[config.mk]
export PLATFORM = sky130hd
export DESIGN_NAME = fetch_decode_pipe
export DESIGN_NICKNAME = d
export VERILOG_FILES = /design/src/rtl/fetch_decode_pipe.sv
export SDC_FILE = /design/constraint.sdc
export NUM_CORES = 1
export LEC_CHECK = 0
export CORE_AREA = 3 3 217 219
export CTS_CLUSTER_DIAMETER = 60
export CTS_CLUSTER_SIZE = 16
export DETAILED_ROUTE_END_ITERATION = 8
export DIE_AREA = 0 0 220 222
export GPL_TIMING_DRIVEN = 0
export MAX_ROUTING_LAYER = met4
export PLACE_DENSITY = 0.56
export SETUP_SLACK_MARGIN = 0.5
export SYNTH_ARGS = -nofsm -noshare
export SYNTH_HDL_FRONTEND = slang
export SYNTH_SLANG_ARGS = --single-unit
[constraint.sdc]
create_clock -name clk -period 2.43 [get_ports clk]
set_input_delay 0.3645 -clock clk [delete_from_list [all_inputs] [get_ports clk]]
set_output_delay 0.3645 -clock clk [all_outputs]
set_load 0.02 [all_outputs]
[src/rtl/fetch_decode_pipe.sv]
// Y86-64 fetch-side PC register plus the F/D pipeline register.
// Selects the fetch PC, predicts the next one, derives fetch status and latches decode fields.
module fetch_decode_pipe #(
    parameter logic [63:0] RESET_PC = 64'h0,
    parameter logic [3:0]  RNONE    = 4'hF
) (
    input  logic        clk,
    input  logic        reset,
    output logic [63:0] f_pc,
    input  logic [3:0]  f_icode,
    input  logic [3:0]  f_ifun,
    input  logic [3:0]  f_rA,
    input  logic [3:0]  f_rB,
    input  logic [63:0] f_valC,
    input  logic [63:0] f_valP,
    input  logic        f_imem_error,
    input  logic        f_instr_valid,
    input  logic [3:0]  M_icode,
    input  logic        M_Cnd,
    input  logic [63:0] M_valA,
    input  logic [3:0]  W_icode,
    input  logic [63:0] W_valM,
    input  logic        F_stall,
    input  logic        D_stall,
    input  logic        D_bubble,
    output logic [63:0] F_predPC,
    output logic [2:0]  f_stat,
    output logic [2:0]  D_stat,
    output logic [3:0]  D_icode,
    output logic [3:0]  D_ifun,
    output logic [3:0]  D_rA,
    output logic [3:0]  D_rB,
    output logic [63:0] D_valC,
    output logic [63:0] D_valP
);

    localparam logic [2:0] STAT_AOK = 3'd1;
    localparam logic [2:0] STAT_HLT = 3'd2;
    localparam logic [2:0] STAT_ADR = 3'd3;
    localparam logic [2:0] STAT_INS = 3'd4;

    localparam logic [3:0] I_HALT = 4'h0;
    localparam logic [3:0] I_NOP  = 4'h1;
    localparam logic [3:0] I_JXX  = 4'h7;
    localparam logic [3:0] I_CALL = 4'h8;
    localparam logic [3:0] I_RET  = 4'h9;

    typedef struct packed {
        logic [2:0]  stat;
        logic [3:0]  icode;
        logic [3:0]  ifun;
        logic [3:0]  rA;
        logic [3:0]  rB;
        logic [63:0] valC;
        logic [63:0] valP;
    } d_reg_t;

    localparam d_reg_t D_NOP = '{
        stat:  STAT_AOK,
        icode: I_NOP,
        ifun:  4'h0,
        rA:    RNONE,
        rB:    RNONE,
        valC:  64'h0,
        valP:  64'h0
    };

    logic [63:0] pred_pc;
    d_reg_t      d_next;
    d_reg_t      d_q;

    // Mispredicted branch recovery outranks ret return-address pickup.
    always_comb begin
        f_pc = F_predPC;
        if (M_icode == I_JXX && !M_Cnd)
            f_pc = M_valA;
        else if (W_icode == I_RET)
            f_pc = W_valM;
    end

    always_comb begin
        pred_pc = f_valP;
        if (f_icode == I_JXX || f_icode == I_CALL)
            pred_pc = f_valC;
    end

    always_comb begin
        f_stat = STAT_AOK;
        if (f_imem_error)
            f_stat = STAT_ADR;
        else if (!f_instr_valid)
            f_stat = STAT_INS;
        else if (f_icode == I_HALT)
            f_stat = STAT_HLT;
    end

    always_comb begin
        d_next       = D_NOP;
        d_next.stat  = f_stat;
        d_next.icode = f_icode;
        d_next.ifun  = f_ifun;
        d_next.rA    = f_rA;
        d_next.rB    = f_rB;
        d_next.valC  = f_valC;
        d_next.valP  = f_valP;
    end

    always_ff @(posedge clk) begin
        if (reset)
            F_predPC <= RESET_PC;
        else if (!F_stall)
            F_predPC <= pred_pc;
    end

    // Stall outranks bubble so a held instruction is never squashed.
    always_ff @(posedge clk) begin
        if (reset)
            d_q <= D_NOP;
        else if (!D_stall) begin
            if (D_bubble)
                d_q <= D_NOP;
            else
                d_q <= d_next;
        end
    end

    assign D_stat  = d_q.stat;
    assign D_icode = d_q.icode;
    assign D_ifun  = d_q.ifun;
    assign D_rA    = d_q.rA;
    assign D_rB    = d_q.rB;
    assign D_valC  = d_q.valC;
    assign D_valP  = d_q.valP;

endmodule

# After elaboration in Yosys (flattened, before gate mapping)
# Index checks and enable logic that the tools add are counted.
dict set report totals {
  reg_bits 211
  in_bits 288
  out_inout_bits 278
  elab_cells 23
}
dict set report op_classes {
  n_eq_ne 4
  n_mux 7
  n_reduce_logical 4
}
# op count
set op_table {}
lappend op_table {{$mux W64} 3}
lappend op_table {{$mux W147} 1}
lappend op_table {{$eq A4 B3 Y1 const B} 2}
lappend op_table {{$eq A4 B4 Y1 const B} 2}
lappend op_table {{$mux W3} 2}
lappend op_table {{$logic_not A4 Y1} 1}
lappend op_table {{$mux W2} 1}
lappend op_table {{$logic_and A1 B1 Y1} 1}
lappend op_table {{$logic_not A1 Y1} 1}
lappend op_table {{$logic_or A1 B1 Y1} 1}

# Longest topological paths before layout
# Gate-level depths: netlist of the first run.
dict set report depth {
  depth_word 5
  ltp_mapped 6
  ltp_nobuf 3
}

# Least setup slack after synthesis of the first run
# OpenSTA, ideal clock, no wires.
dict set report synth_path {
  path_type {in2out}
  from {input W_icode[1]}
  to {output f_pc[10]}
  arrival_time_ns 1.681
  t_required_ns 2.066
  setup_slack_ns 0.384
  cell_stages 5
  n_path_buf 2
  path_cell_list {nor4bb_1 > buf_2 > buf_2 > mux2_2 > mux2_2}
}
dict set report synth_via {
  elab_chain_cells 3
}
# element line
set synth_rtl {}
lappend synth_rtl {{start: declaration} 21} ;# input logic [3:0] W_icode,
lappend synth_rtl {{$eq A4 B4 Y1} 77} ;# else if (W_icode == I_RET)
lappend synth_rtl {{$mux W64} 77}
lappend synth_rtl {{$mux W64} 75} ;# if (M_icode == I_JXX && !M_Cnd)
lappend synth_rtl {{end: declaration} 9} ;# output logic [63:0] f_pc,
# No other way between the ends.

# Worst setup path in the final report of the first run
dict set report layout_path {
  from {input W_icode[1]}
  to {output f_pc[60]}
}
# Same word-level chain as after synthesis.

==> impl_metrics.prom, run 1 <==
# TYPE chip_impl_metric gauge
chip_impl_metric{name="cellLeakagePower",unit="nW"} 8.32
chip_impl_metric{name="core-area",unit="um2"} 45300
chip_impl_metric{name="synth_cells",unit=""} 1147
chip_impl_metric{name="antenna_violations_before_repair",unit=""} 2
chip_impl_metric{name="drtPass1Iterations",unit=""} 5
chip_impl_info{name="final_common_cell",value="clkdlybuf4s50_1"} 1
chip_impl_metric{name="relSlewSlack",unit="%"} 35.8
chip_impl_info{name="worstSetupPathType",value="in2out"} 1
chip_impl_metric{name="syn2layout_area_growth",unit="%"} 83.5
chip_impl_metric{name="maxCapViolations",unit=""} 0
chip_impl_metric{name="power.density",unit="nW/um2"} 560
chip_impl_metric{name="m1WireLength",unit="um"} 22200
chip_impl_info{name="critPathMostFrequentCell",value="buf_12"} 1
chip_impl_info{name="violations",value="setup timing"} 1
chip_impl_metric{name="die_height",unit="um"} 222
chip_impl_metric{name="buffer_ports.inserted",unit=""} 561
chip_impl_info{name="critical_path.reg2reg.startpoint",value="F_predPC[33]"} 1
chip_impl_metric{name="synth-seq-area-share",unit="%"} 40.9
chip_impl_metric{name="drive_gt1_share",unit="%"} 19.1
chip_impl_metric{name="filler_cell_count",unit=""} 4515
chip_impl_metric{name="syn-mean-instance-area",unit="um2"} 9.00
chip_impl_metric{name="die_area",unit="um2"} 48800
chip_impl_metric{name="r2r_setup_slack",unit="ns"} 1.40
chip_impl_info{name="outcome",value="complete, but fails checks"} 1
chip_impl_info{name="yosysTopAreaCell",value="dfxtp_1"} 1
chip_impl_info{name="timing.critical_path.slowest_stage_cell",value="nor4bb_4"} 1
chip_impl_metric{name="synth_enable_flop_cells",unit=""} 0
chip_impl_metric{name="maximum_number_of_pins_on_one_net_before_global_route_repair",unit=""} 17
chip_impl_metric{name="final.setup_skew",unit="ns"} 0
chip_impl_metric{name="setup-tns-final",unit="ns"} -1.37
chip_impl_metric{name="irDropWorstVdd",unit="mV"} 0.469
chip_impl_info{name="synth_flop_cell",value="dfxtp_1"} 1
chip_impl_metric{name="hold_viol",unit=""} 0
chip_impl_metric{name="dr_wl_met3",unit="um"} 4590
chip_impl_metric{name="drt_iter0_markers",unit=""} 619
chip_impl_info{name="hp_class",value="in2reg"} 1
chip_impl_metric{name="mappedNetlistNets",unit=""} 1435
chip_impl_metric{name="later_pin_clock_latency_in_the_skew_report",unit="ns"} 0.55
chip_impl_info{name="netlist_top_cells_area",value="dfxtp_1 41%, mux2_2 14%, nor3b_1 7.9%"} 1
chip_impl_info{name="timing.hold.worst_endpoint",value="F_predPC[26]"} 1
chip_impl_info{name="clockRootBuffer",value="clkbuf_16"} 1
chip_impl_metric{name="top_level_ports",unit=""} 566
chip_impl_metric{name="gp_congestion",unit=""} 0.841
chip_impl_metric{name="critical_path.max_stage_delay",unit="ns"} 0.35
chip_impl_info{name="cp_cell_sequence",value="buf_6 > nor4bb_4 > clkbuf_16 > buf_12 > buf_12 > buf_12 > mux2_4 > mux2_4 > buf_6"} 1
chip_impl_metric{name="synthDistinctLibCells",unit=""} 31
chip_impl_metric{name="reg2regPathDepth",unit=""} 2
chip_impl_metric{name="first_pass_grt_wire_length",unit="um"} 79500
chip_impl_metric{name="htreeDepth",unit=""} 1
chip_impl_info{name="highest_layer",value="met4"} 1
chip_impl_metric{name="detailroute.wirelength.met2",unit="um"} 27100
chip_impl_metric{name="timing.final.ws_setup",unit="ns"} -0.0677
chip_impl_metric{name="drt_wl_total",unit="um"} 55400
chip_impl_metric{name="syn-cell-area",unit="um2"} 10300
chip_impl_info{name="cts_tree",value="built"} 1
chip_impl_metric{name="min_period",unit="ns"} 2.50
chip_impl_metric{name="ant_nets",unit=""} 0
chip_impl_info{name="capturing_point_of_the_worst_reg2reg_path",value="F_predPC[33]"} 1
chip_impl_metric{name="route.vias.total",unit=""} 11663
chip_impl_metric{name="drc",unit=""} 0
chip_impl_metric{name="fmax",unit="MHz"} 400
chip_impl_metric{name="cts.sinks",unit=""} 211
chip_impl_metric{name="worst-path-buf-inv",unit=""} 6
chip_impl_info{name="hold_path_startpoint",value="reset"} 1
chip_impl_metric{name="row_count",unit=""} 78
chip_impl_metric{name="total_power",unit="mW"} 10.6
chip_impl_info{name="cp-end-kind",value="output port"} 1
chip_impl_metric{name="timing.final.crit_share",unit="%"} 103
chip_impl_metric{name="report.final.setup_viol",unit=""} 38
chip_impl_metric{name="dpl.hpwl",unit="um"} 41900
chip_impl_metric{name="timing.final.max_slew_violations",unit=""} 0
chip_impl_metric{name="clk_pin_slew_worst_paths",unit="ns"} 0.07
chip_impl_metric{name="maximum_fanout_along_the_worst_path",unit=""} 5
chip_impl_metric{name="globalRouteOverflowTotal",unit=""} 0
chip_impl_info{name="grt_setup_unrepaired",value="true"} 1
chip_impl_metric{name="placement.cell_area",unit="um2"} 16900
chip_impl_metric{name="cp.required",unit="ns"} 2.07
chip_impl_metric{name="ctsLongestPathBuffers",unit=""} 3
chip_impl_metric{name="via_per_inst",unit=""} 4.88
chip_impl_metric{name="share_of_yosys_cell_area_claimed_by_the_top_area_cell_type",unit="%"} 40.9
chip_impl_metric{name="wl_per_cell",unit="um"} 23.2
chip_impl_metric{name="design.final.nets",unit=""} 2056
chip_impl_metric{name="arrival",unit="ns"} 2.13
chip_impl_metric{name="track_usage",unit="%"} 22.2
chip_impl_metric{name="tightest_slew",unit="ns"} 0.962
chip_impl_info{name="mostFrequentLayoutCells",value="331 x clkdlybuf4s50_1, 211 x dfxtp_1, 140 x nor2_1, 128 x mux2_4, 110 x a21oi_1"} 1
chip_impl_metric{name="cts-hold-fix-buffers",unit=""} 0
chip_impl_metric{name="postSynthRegisterBits",unit=""} 211
chip_impl_info{name="critPathLaunchType",value="primary input"} 1
chip_impl_metric{name="yosys_warn_count",unit=""} 0
chip_impl_metric{name="grt_pass1_vias",unit=""} 11938
chip_impl_metric{name="floorplan.die.width",unit="um"} 220
chip_impl_metric{name="worst_slack_placed",unit="ns"} -1.49
chip_impl_metric{name="holdPathStages",unit=""} 2
chip_impl_info{name="critPathTopFamily",value="buffers and inverters"} 1
chip_impl_metric{name="initial_core_utilization",unit="%"} 22.8
chip_impl_metric{name="fraction_of_registers_with_async_set_or_reset_after_synthesis",unit="%"} 0
chip_impl_metric{name="cts-buffers-inserted",unit=""} 26
chip_impl_metric{name="final_cell_area",unit="um2"} 18900
-- area by class of cell --
class | instances | area, um2 | share of cell area, %
Timing Repair Buffer | 593 | 6250 | 33.0
Multi-Input combinational cell | 740 | 5790 | 30.6
Sequential cell | 211 | 4220 | 22.3
Tap cell | 600 | 751 | 3.96
Buffer | 130 | 732 | 3.87
Clock buffer | 26 | 651 | 3.44
Clock inverter | 22 | 295 | 1.56
Inverter | 66 | 248 | 1.31
Antenna cell | 1 | 2.50 | 0.0132
-- cells by family (layout without fill, tap and decap cells) --
group,Yosys count,after routing,synth area share (%)
other,0,1,0
AO/OA/AOI/OAI,278,278,18.7
flip-flops,211,211,40.9
AND/OR/NAND/NOR,334,334,18.3
buffers and inverters,196,837,8.11
multiplexers,128,128,14.0
-- how the worst max path moves through the flow --
stage,slack (ns),startpoint,cells after the start,to
3_5_place_dp,-1.49,M_icode[2],6,f_pc[46]
4_1_cts,-0.1,W_icode[2],9,f_pc[53]
3_3_place_gp,-1.44,M_icode[2],6,f_pc[46]
6_report,-0.07,W_icode[1],9,f_pc[60]
5_1_grt,-0.12,W_icode[1],9,f_pc[53]
2_1_floorplan,0.45,W_icode[1],5,f_pc[20]
-- metal layers --
layer / vias up / global-route usage (%)
met2: 525 / 38.0
met1: 5601 / 26.0
met4: 0 / 6.34
met3: 69 / 5.13
li1: 5468 / -
met5: - / -
-- Yosys cell counts (all sizes together), types with 9 or more instances --
master and count:
nand2b 9, a21oi 110, clkbuf 89, buf 41, a2111oi 65, a22oi 27, nor4 65, inv 66
dfxtp 211, nor3b 109, nor2 140, a211oi 64, mux2 128
-- stage by stage --
step	hold slack, ns	std cells	util, %
detailed placement	0.471	2308	37.3
floorplan	0.508	1147	-
CTS	0.250	2385	41.4
finish	0.302	2389	41.8
global placement	0.469	2308	37.3
global route	0.315	2389	41.8
-- registers in the layout (all words and copies together), names as in the netlist --
signal and flops:
D_ifun 4, D_stat 3, D_valP 64, D_valC 64, D_rB 4, D_rA 4
F_predPC 64, D_icode 4
-- worst register-to-register path, cell delays in order (launching register included) --
cell	delay (ns)
dfxtp_1	0.45
inv_1	0.07
a2111oi_0	0.39
-- power by group --
group	switching [mW]	leakage, nW	internal, mW
clock network	1.88	0.452	2.40
registers	0.146	1.73	3.63
logic	1.22	6.14	1.33
-- timing repair --
| action | 4_1_cts | 5_1_grt |
|---|---|---|
| setup buffers | 21 | 3 |
| resized for setup | 658 | 57 |
| gates cloned | 8 | 0 |
| endpoints found under the setup margin | 306 | 115 |
| pin swaps | 3 | 2 |
(Power assumes the default switching activity.)
==> inputs of run 2 (changes only) <==
==> config.mk (replaced) <==
export PLATFORM = sky130hd
export DESIGN_NAME = fetch_decode_pipe
export DESIGN_NICKNAME = d
export VERILOG_FILES = /design/src/rtl/fetch_decode_pipe.sv
export SDC_FILE = /design/constraint.sdc
export NUM_CORES = 1
export LEC_CHECK = 0
export ABC_AREA = 0
export CELL_PAD_IN_SITES_DETAIL_PLACEMENT = 0
export CELL_PAD_IN_SITES_GLOBAL_PLACEMENT = 1
export CORE_AREA = 3 3 221 223
export CTS_CLUSTER_DIAMETER = 40
export CTS_CLUSTER_SIZE = 16
export DETAILED_ROUTE_END_ITERATION = 8
export DIE_AREA = 0 0 224 226
export GPL_TIMING_DRIVEN = 0
export MAX_ROUTING_LAYER = met4
export PLACE_DENSITY = 0.7
export SETUP_SLACK_MARGIN = 0.5
export SYNTH_ARGS = -nofsm -noshare
export SYNTH_HDL_FRONTEND = slang
export SYNTH_SLANG_ARGS = --single-unit
==> impl_metrics.prom, run 2 (same netlist as run 1, synthesis figures left out) <==
# TYPE chip_impl_metric gauge
chip_impl_metric{name="cp.required",unit="ns"} 2.07
chip_impl_info{name="capturing_point_of_the_worst_reg2reg_path",value="F_predPC[4]"} 1
chip_impl_metric{name="gp_congestion",unit=""} 0.845
chip_impl_metric{name="grt_pass1_vias",unit=""} 12077
chip_impl_info{name="cp_cell_sequence",value="buf_6 > nor4bb_4 > clkbuf_16 > buf_12 > buf_12 > buf_16 > mux2_4 > mux2_4 > buf_6"} 1
chip_impl_metric{name="buffer_ports.inserted",unit=""} 561
chip_impl_info{name="timing.critical_path.slowest_stage_cell",value="nor4bb_4"} 1
chip_impl_metric{name="p_seq_share",unit="%"} 31.3
chip_impl_metric{name="track_usage",unit="%"} 21.3
chip_impl_metric{name="antenna_violations_before_repair",unit=""} 1
chip_impl_metric{name="die_area",unit="um2"} 50600
chip_impl_metric{name="internal_power",unit="mW"} 8.84
chip_impl_metric{name="multiInputGateArea",unit="um2"} 5610
chip_impl_metric{name="relSlewSlack",unit="%"} 33.0
chip_impl_metric{name="floorplan.die.width",unit="um"} 224
chip_impl_metric{name="p_sw_share",unit="%"} 27.0
chip_impl_info{name="violations",value="setup timing"} 1
chip_impl_metric{name="holdPathStages",unit=""} 2
chip_impl_metric{name="hold_viol",unit=""} 0
chip_impl_metric{name="min_period",unit="ns"} 2.46
chip_impl_metric{name="fmax",unit="MHz"} 406
chip_impl_metric{name="cts-buffers-inserted",unit=""} 43
chip_impl_metric{name="drive_gt1_share",unit="%"} 19.4
chip_impl_info{name="final_common_cell",value="clkdlybuf4s50_1"} 1
chip_impl_info{name="cp-end-kind",value="output port"} 1
chip_impl_info{name="grt_setup_unrepaired",value="true"} 1
chip_impl_info{name="mostFrequentLayoutCells",value="394 x clkdlybuf4s50_1, 211 x dfxtp_1, 140 x nor2_1, 110 x a21oi_1, 109 x nor3b_1"} 1
chip_impl_info{name="critical_path.reg2reg.startpoint",value="F_predPC[4]"} 1
chip_impl_metric{name="die_height",unit="um"} 226
chip_impl_metric{name="htreeDepth",unit=""} 2
chip_impl_metric{name="timing.final.max_slew_violations",unit=""} 0
chip_impl_metric{name="total_power",unit="mW"} 12.1
chip_impl_metric{name="top_level_ports",unit=""} 566
chip_impl_metric{name="cts.sinks",unit=""} 211
chip_impl_metric{name="critical_path_cell_count",unit=""} 9
chip_impl_info{name="outcome",value="complete, but fails checks"} 1
chip_impl_metric{name="reg2regPathDepth",unit=""} 2
chip_impl_metric{name="drtPass1Iterations",unit=""} 6
chip_impl_metric{name="timing.final.ws_setup",unit="ns"} -0.0336
chip_impl_metric{name="report.final.setup_viol",unit=""} 3
chip_impl_metric{name="cts-hold-fix-buffers",unit=""} 0
chip_impl_metric{name="core-area",unit="um2"} 46800
chip_impl_metric{name="drt_wl_total",unit="um"} 55000
chip_impl_metric{name="dpl.hpwl",unit="um"} 41900
chip_impl_metric{name="via_per_inst",unit=""} 4.86
chip_impl_metric{name="later_pin_clock_latency_in_the_skew_report",unit="ns"} 0.53
chip_impl_metric{name="initial_core_utilization",unit="%"} 22.1
chip_impl_info{name="critPathLaunchType",value="primary input"} 1
chip_impl_metric{name="arrival",unit="ns"} 2.10
chip_impl_metric{name="design.final.nets",unit=""} 2065
chip_impl_metric{name="tightest_slew",unit="ns"} 1.00
chip_impl_metric{name="worst-path-buf-inv",unit=""} 6
chip_impl_metric{name="placement.cell_area",unit="um2"} 16900
chip_impl_metric{name="p_sw",unit="mW"} 3.27
chip_impl_metric{name="power.density",unit="nW/um2"} 640
chip_impl_metric{name="final.setup_skew",unit="ns"} 0
chip_impl_info{name="hold_path_startpoint",value="reset"} 1
chip_impl_info{name="worstSetupPathType",value="in2out"} 1
chip_impl_metric{name="r2r_setup_slack",unit="ns"} 1.38
chip_impl_metric{name="maximum_fanout_along_the_worst_path",unit=""} 5
chip_impl_metric{name="route.vias.total",unit=""} 11729
chip_impl_info{name="critPathTopFamily",value="buffers and inverters"} 1
chip_impl_metric{name="clock_power_share",unit="%"} 48.5
chip_impl_metric{name="first_pass_grt_wire_length",unit="um"} 78500
chip_impl_metric{name="cellLeakagePower",unit="nW"} 7.66
chip_impl_metric{name="irDropWorstVdd",unit="mV"} 0.452
chip_impl_metric{name="ant_nets",unit=""} 0
chip_impl_metric{name="wl_per_cell",unit="um"} 22.8
chip_impl_info{name="clockRootBuffer",value="clkbuf_16"} 1
chip_impl_metric{name="timing.final.crit_share",unit="%"} 101
chip_impl_metric{name="sequential_cell_area",unit="um2"} 4220
chip_impl_metric{name="maxCapViolations",unit=""} 0
chip_impl_metric{name="drt_iter0_markers",unit=""} 642
chip_impl_info{name="cts_tree",value="built"} 1
chip_impl_metric{name="p_comb_share",unit="%"} 20.2
chip_impl_metric{name="globalRouteOverflowTotal",unit=""} 0
chip_impl_info{name="timing.hold.worst_endpoint",value="F_predPC[15]"} 1
chip_impl_metric{name="row_count",unit=""} 79
chip_impl_metric{name="drc",unit=""} 0
chip_impl_metric{name="ctsLongestPathBuffers",unit=""} 3
chip_impl_metric{name="final_cell_area",unit="um2"} 18900
chip_impl_metric{name="syn2layout_area_growth",unit="%"} 83.4
chip_impl_metric{name="maximum_number_of_pins_on_one_net_before_global_route_repair",unit=""} 11
chip_impl_metric{name="critical_path.max_stage_delay",unit="ns"} 0.32
chip_impl_metric{name="clk_pin_slew_worst_paths",unit="ns"} 0.05
chip_impl_info{name="hp_class",value="in2reg"} 1
chip_impl_metric{name="filler_cell_count",unit=""} 4741
[run 2: worst max-delay path by stage]
stage,startpoint,slack [ns],endpoint
2_1_floorplan,W_icode[1],0.45,f_pc[20]
3_3_place_gp,M_icode[2],-1.51,f_pc[62]
3_5_place_dp,M_icode[2],-1.52,f_pc[51]
4_1_cts,W_icode[2],-0.06,f_pc[55]
5_1_grt,W_icode[2],-0.08,f_pc[55]
6_report,W_icode[2],-0.03,f_pc[55]
[run 2: worst reg2reg max path, cell delays in order, from the launching register on]
cell and delay, ns:
dfxtp_1 0.38, inv_1 0.07, a2111oi_0 0.46
[run 2: per-layer routing]
layer	global-route usage, %	wire length (um)	share of wire, %	vias up
met4	8.11	2010	3.7	0
met2	37.1	27300	50	526
met1	23.3	21500	39	5582
li1	-	-	-	5517
met5	-	0	0	-
met3	5.91	4280	7.8	104
[run 2: stage by stage]
| step | setup WS, ns | instances | TNS (ns) | util, % | hold WS (ns) |
|---|---|---|---|---|---|
| after floorplan | 0.446 | 1147 | 0 | - | 0.508 |
| after global placement | -1.51 | 2315 | -139.03 | 36.1 | 0.468 |
| after detailed placement | -1.52 | 2315 | -143.41 | 36.1 | 0.473 |
| after CTS | -0.0613 | 2411 | -0.754 | 40.3 | 0.261 |
| after global routing | -0.0841 | 2414 | -1.39 | 40.5 | 0.336 |
| final | -0.0336 | 2415 | -0.0347 | 40.5 | 0.311 |
[run 2: repair_timing]
action	in CTS	in global routing
pin swaps	4	1
cloned	5	2
buffers inserted	17	0
setup endpoints to repair	271	94
resized for setup	524	30
[run 2: power by group through the flow]
stage          combinational [mW]  sequential (mW)  clock, mW
5_1_grt                      2.61             3.81       6.17
2_1_floorplan               0.883             4.02          0
3_5_place_dp                 2.43             3.86          0
3_3_place_gp                 2.42             3.85          0
4_1_cts                      2.47             3.79       6.01
6_report                     2.45             3.79       5.87
[run 2: area by class of cell]
| class | count | area share (%) |
|---|---|---|
| timing repair buffer | 585 | 31.1 |
| antenna | 2 | 0.0264 |
| inverter | 66 | 1.31 |
| tap | 607 | 4.01 |
| clock buffer | 58 | 6.47 |
| buffer | 130 | 4.07 |
| multi-input combinational | 740 | 29.6 |
| clock inverter | 16 | 1.09 |
| sequential | 211 | 22.3 |
